--- config.mk ---
export PLATFORM = sky130hd
export DESIGN_NAME = instr_fetch_queue
export DESIGN_NICKNAME = d
export VERILOG_FILES = /design/src/rtl/instr_fetch_queue.sv
export SDC_FILE = /design/constraint.sdc
export NUM_CORES = 1
export LEC_CHECK = 0
export BUFFER_PORTS_ARGS = -buffer_cell sky130_fd_sc_hd__buf_4
export CORE_MARGIN = 3
export CORE_UTILIZATION = 59
export DETAILED_ROUTE_END_ITERATION = 16
export GPL_ROUTABILITY_DRIVEN = 0
export PLACE_DENSITY = 0.8
export SYNTH_ARGS = -nofsm -noshare
export SYNTH_HDL_FRONTEND = slang
export SYNTH_SLANG_ARGS = --single-unit
--- constraint.sdc ---
create_clock -name clk -period 9.4 [get_ports clk]
set_clock_uncertainty 0.1 [all_clocks]
set_input_delay 0.94 -clock clk [delete_from_list [all_inputs] [get_ports clk]]
set_output_delay 0.94 -clock clk [all_outputs]
set_load 0.02 [all_outputs]
--- src/rtl/instr_fetch_queue.sv ---
// Sequential instruction fetcher with credit-limited request issue,
// PC-tagged instruction FIFO and redirect flush with stale-response drop.
module instr_fetch_queue #(
    parameter int          DEPTH    = 4,
    parameter logic [31:0] RESET_PC = 32'h0
) (
    input  logic        clk,
    input  logic        rst,
    output logic        imem_req,
    output logic [31:0] imem_addr,
    input  logic        imem_gnt,
    input  logic        imem_rvalid,
    input  logic [31:0] imem_rdata,
    input  logic        redirect,
    input  logic [31:0] redirect_pc,
    output logic        inst_valid,
    output logic [31:0] inst,
    output logic [31:0] inst_pc,
    input  logic        inst_ready
);

    localparam int AW = (DEPTH > 1) ? $clog2(DEPTH) : 1;
    localparam int CW = $clog2(DEPTH + 1);
    localparam logic [CW:0] DEPTH_C = (CW + 1)'(DEPTH);

    logic [31:0]   fetch_pc_q, fetch_pc_d;
    logic [CW-1:0] count_q, count_d;
    logic [CW-1:0] pending_q, pending_d;
    logic [CW-1:0] drop_q, drop_d;
    logic [AW-1:0] wr_ptr_q, wr_ptr_d;
    logic [AW-1:0] rd_ptr_q, rd_ptr_d;
    logic [AW-1:0] tag_wr_q, tag_wr_d;
    logic [AW-1:0] tag_rd_q, tag_rd_d;

    logic [31:0] fifo_pc_q   [DEPTH];
    logic [31:0] fifo_data_q [DEPTH];
    logic [31:0] tag_q       [DEPTH];

    logic credit_ok;
    logic accept;
    logic push;
    logic pop;
    logic rsp_drop;

    always_comb begin
        credit_ok = ({1'b0, count_q} + {1'b0, pending_q}) < DEPTH_C;
        imem_req  = !rst && !redirect && credit_ok;
        imem_addr = fetch_pc_q;
        accept    = imem_req && imem_gnt;
        rsp_drop  = imem_rvalid && (drop_q != '0);
        push      = imem_rvalid && (drop_q == '0) && !redirect;
        pop       = inst_valid && inst_ready && !redirect;

        fetch_pc_d = fetch_pc_q;
        count_d    = count_q;
        drop_d     = drop_q;
        wr_ptr_d   = wr_ptr_q;
        rd_ptr_d   = rd_ptr_q;
        pending_d  = pending_q + CW'(accept) - CW'(imem_rvalid);
        tag_wr_d   = tag_wr_q + AW'(accept);
        tag_rd_d   = tag_rd_q + AW'(imem_rvalid);

        if (redirect) begin
            // every response still in flight after this cycle is stale
            fetch_pc_d = {redirect_pc[31:2], 2'b00};
            count_d    = '0;
            rd_ptr_d   = wr_ptr_q;
            drop_d     = pending_q - CW'(imem_rvalid);
        end else begin
            if (accept) begin
                fetch_pc_d = fetch_pc_q + 32'd4;
            end
            count_d  = count_q + CW'(push) - CW'(pop);
            wr_ptr_d = wr_ptr_q + AW'(push);
            rd_ptr_d = rd_ptr_q + AW'(pop);
            drop_d   = drop_q - CW'(rsp_drop);
        end
    end

    always_ff @(posedge clk) begin
        if (rst) begin
            fetch_pc_q <= RESET_PC;
            count_q    <= '0;
            pending_q  <= '0;
            drop_q     <= '0;
            wr_ptr_q   <= '0;
            rd_ptr_q   <= '0;
            tag_wr_q   <= '0;
            tag_rd_q   <= '0;
        end else begin
            fetch_pc_q <= fetch_pc_d;
            count_q    <= count_d;
            pending_q  <= pending_d;
            drop_q     <= drop_d;
            wr_ptr_q   <= wr_ptr_d;
            rd_ptr_q   <= rd_ptr_d;
            tag_wr_q   <= tag_wr_d;
            tag_rd_q   <= tag_rd_d;
        end
    end

    always_ff @(posedge clk) begin
        if (accept) begin
            tag_q[tag_wr_q] <= imem_addr;
        end
        if (push && !rst) begin
            fifo_pc_q[wr_ptr_q]   <= tag_q[tag_rd_q];
            fifo_data_q[wr_ptr_q] <= imem_rdata;
        end
    end

    always_comb begin
        inst_valid = (count_q != '0);
        inst       = inst_valid ? fifo_data_q[rd_ptr_q] : '0;
        inst_pc    = inst_valid ? fifo_pc_q[rd_ptr_q] : '0;
    end

endmodule

==> impl_metrics.csv <==
group,metric,value,unit
critical_path,critPathMaxFanout,47,
timing,hold_viol_final,0,
pwr,total_power,3.83,mW
critical_path,end_kind,"output pin",
clock_tree,cts.clk_slew.worst_paths,0.06,ns
synthesis,syn_area,16400,sq um
drt,drt_first_pass_iters,5,
clock_tree,clk_path_buf_depth,3,
timing,clock.fmax,252,MHz
floorplanning,die_w,173,microns
final_layout,mostFrequentLayoutCell,"edfxtp_1",
critical_path,path_cells,"buf_4 > mux4_2 > nor2b_1 > buf_4",
clock_tree,ctsResizeCount,0,
final_layout,fin_nets,1150,
global_route,grt_pass1_vias,9022,
timing,slew-limit-headroom,0.361,
floorplanning,ioPinCount,168,
floorplanning,design.core.area,27100,sq um
worst_hold_path,hold_depth,2,
timing,tightest_slew,0.959,ns
synthesis,ys_seq_elements,415,
final_layout,drive_gt1_frac,0.310,
final_layout,final_util,0.708,
timing,drv_slew,0,
worst_hold_path,min_path_type,"flop to flop",
timing,grt_setup_unrepaired,"no",
place,io_buffers,161,
critical_path,required,8.36,ns
floorplanning,die_y,173,microns
worst_hold_path,min_to,"tag_wr_q[1]",
drt,avgRoutedWirePerCell,22.3,microns
place,dpl.hpwl,19200,microns
critical_path,cpMostUsedCell,"buf_4",
critical_path,cpMaxStageDelayCell,"buf_4",
drt,vias,8794,
critical_path,r2r_cells,11,
floorplanning,rows,60,
timing,fin_crit_sh,0.422,
global_route,grt_remaining_overflow,0,
synthesis,avgSynthCellArea,18.4,sq um
drt,antenna_left,0,
drt,drt_iter0_drc,716,
clock_tree,cts_buffers,40,
clock_tree,cts.sinks,415,
drt,wirelength,32700,microns
global_route,grt_max_degree,64,
timing,finalCriticalPeriod,3.97,ns
flow_run,drv_cap,0,
synthesis,synth_edf_count,368,
clock_tree,clkLatencyLatePin,0.53,ns
global_route,antenna_found_initial,0,
final_layout,antenna_cells,0,
critical_path,reg2reg_slack,6.35,ns
synthesis,synth_top_cell_by_area,"edfxtp_1",
synthesis,synth-seq-area-share,0.732,
synthesis,synth_ff_type,"edfxtp_1",
pwr,ir_worst_vdd,0.108,mV
critical_path,cp.arrival,2.93,ns
synthesis,netlist_top_cells_area,"edfxtp_1 (67%), mux4_2 (13%), dfxtp_1 (5.7%)",
clock_tree,cts_setup_buffers,0,
critical_path,rr_endpoint,"count_q[2]",
global_route,grt_usage,0.219,
timing,setup_viol,0,
clock_tree,postCtsHoldBufs,0,
clock_tree,tritoncts,"built",
global_route,grt_pass1_wl,51100,microns
critical_path,crit_start,"rd_ptr_q[0]",
floorplanning,initial_core_util,0.604,
critical_path,cp-start-kind,"flop",
drt,viasPerCell,6.01,
place,dp.cells,1393,
critical_path,path_class,"flop to output pin",
final_layout,finalNonFillerCells,1463,
synthesis,async_reset_ff_frac,0,
final_layout,syn2layout_area_growth,17.2,%
worst_hold_path,hold_start,"tag_wr_q[1]",
final_layout,final_cell_mix,"edfxtp_1 (368), buf_4 (175), mux4_2 (92)",
critical_path,slowest_delay,0.82,ns
pwr,leakage,6.44,nW
floorplanning,dieArea,29800,sq um
drt,drc,0,
synthesis,synth_warnings,0,
clock_tree,htree_levels,2,
timing,tns,0,ns
timing,holdWs,0.480,ns
clock_tree,cts_root_buffer,"clkbuf_16",
run_status,outcome,"complete, no violations",
pwr,power_density,200,nW/um^2
synthesis,syn_inst,888,
synthesis,yosysUniqueCellTypes,60,
critical_path,reg2reg_from,"count_q[1]",
synthesis,synth_top_area_share,0.675,
cells in the mapped netlist, drive strengths merged (6+ instances only):
cell type,number
a211oi,6
a31oi,8
nor2b,67
and2,8
nand3,23
edfxtp,368
clkbuf,27
ha,15
o21ai,11
mux4,92
xnor2,12
a21oi,23
nor4,9
buf,18
and3,9
nor2,24
dfxtp,47
nor3,15
nand2,29
inv,18
nand4,9
state kept, by name (all words and copies together), names as in the netlist:
| name | count |
|---|---|
| imem_addr | 30 |
| wr_ptr_q | 2 |
| rd_ptr_q | 2 |
| count_q | 3 |
| tag_rd_q | 2 |
| drop_q | 3 |
| pending_q | 3 |
| tag_wr_q | 2 |
| fifo_data_q | 128 |
| fifo_pc_q | 120 |
| tag_q | 120 |
layout make-up:
cell class                      count  area, sq um
Clock buffer                       52         1090
Fill cell                        1664         7910
Inverter                           19         71.3
Clock inverter                     18         83.8
Tap cell                          372          465
Timing Repair Buffer              175         1310
Sequential cell                   415        12000
Multi-Input combinational cell    412         4170
metal layers:
layer	GRT usage	vias to the layer above	share of wire
met2	0.357	414	0.49
met5	0	-	0
met4	0.0615	0	0.022
met3	0.0422	58	0.077
li1	-	3900	-
met1	0.308	4422	0.41
kinds of logic (layout without fill, tap and decap cells):
family                     after synthesis  in the layout  synth area share
buffers and inverters                   64            264            0.0162
adders and majority gates               17             17            0.0139
xor gates and xnor gates                15             15           0.00802
and+or+nand+nor                        209            209            0.0727
AOI/OAI and AO/OA                       72             72            0.0282
muxes                                   95             95             0.128
DFF                                    415            415             0.732
other                                    1              4          0.000229
stage by stage:
stage	area, sq um	setup WS, ns
detailed placement	18000	5.44
floorplan	16400	0.840
CTS	19200	5.31
global placement	18000	5.49
global route	19200	5.17
finish	19200	5.43
power breakdown:
group | leakage (nW) | switching (mW) | internal, mW | total [mW]
combinational | 2.13 | 0.150 | 0.129 | 0.279
clock | 0.576 | 0.632 | 0.813 | 1.45
sequential | 3.73 | 0.0458 | 2.06 | 2.11
worst max-delay path: cells and delay by family (launching register included):
family / cells / cell delay (ns)
buffers and inverters: 2 / 1.02
muxes: 1 / 0.60
and+or+nand+nor: 1 / 0.16
DFF: 1 / 0.58
worst max path at each step:
stage                              to  slack, ns
detailed placement  fifo_data_q[2][6]       5.44
global route              inst_pc[23]       5.17
CTS                       inst_pc[18]       5.31
finish                     inst_pc[9]       5.43
floorplan           fifo_data_q[1][0]       0.84
global placement    fifo_data_q[2][6]       5.49
Power figures use the tool's default switching activity.
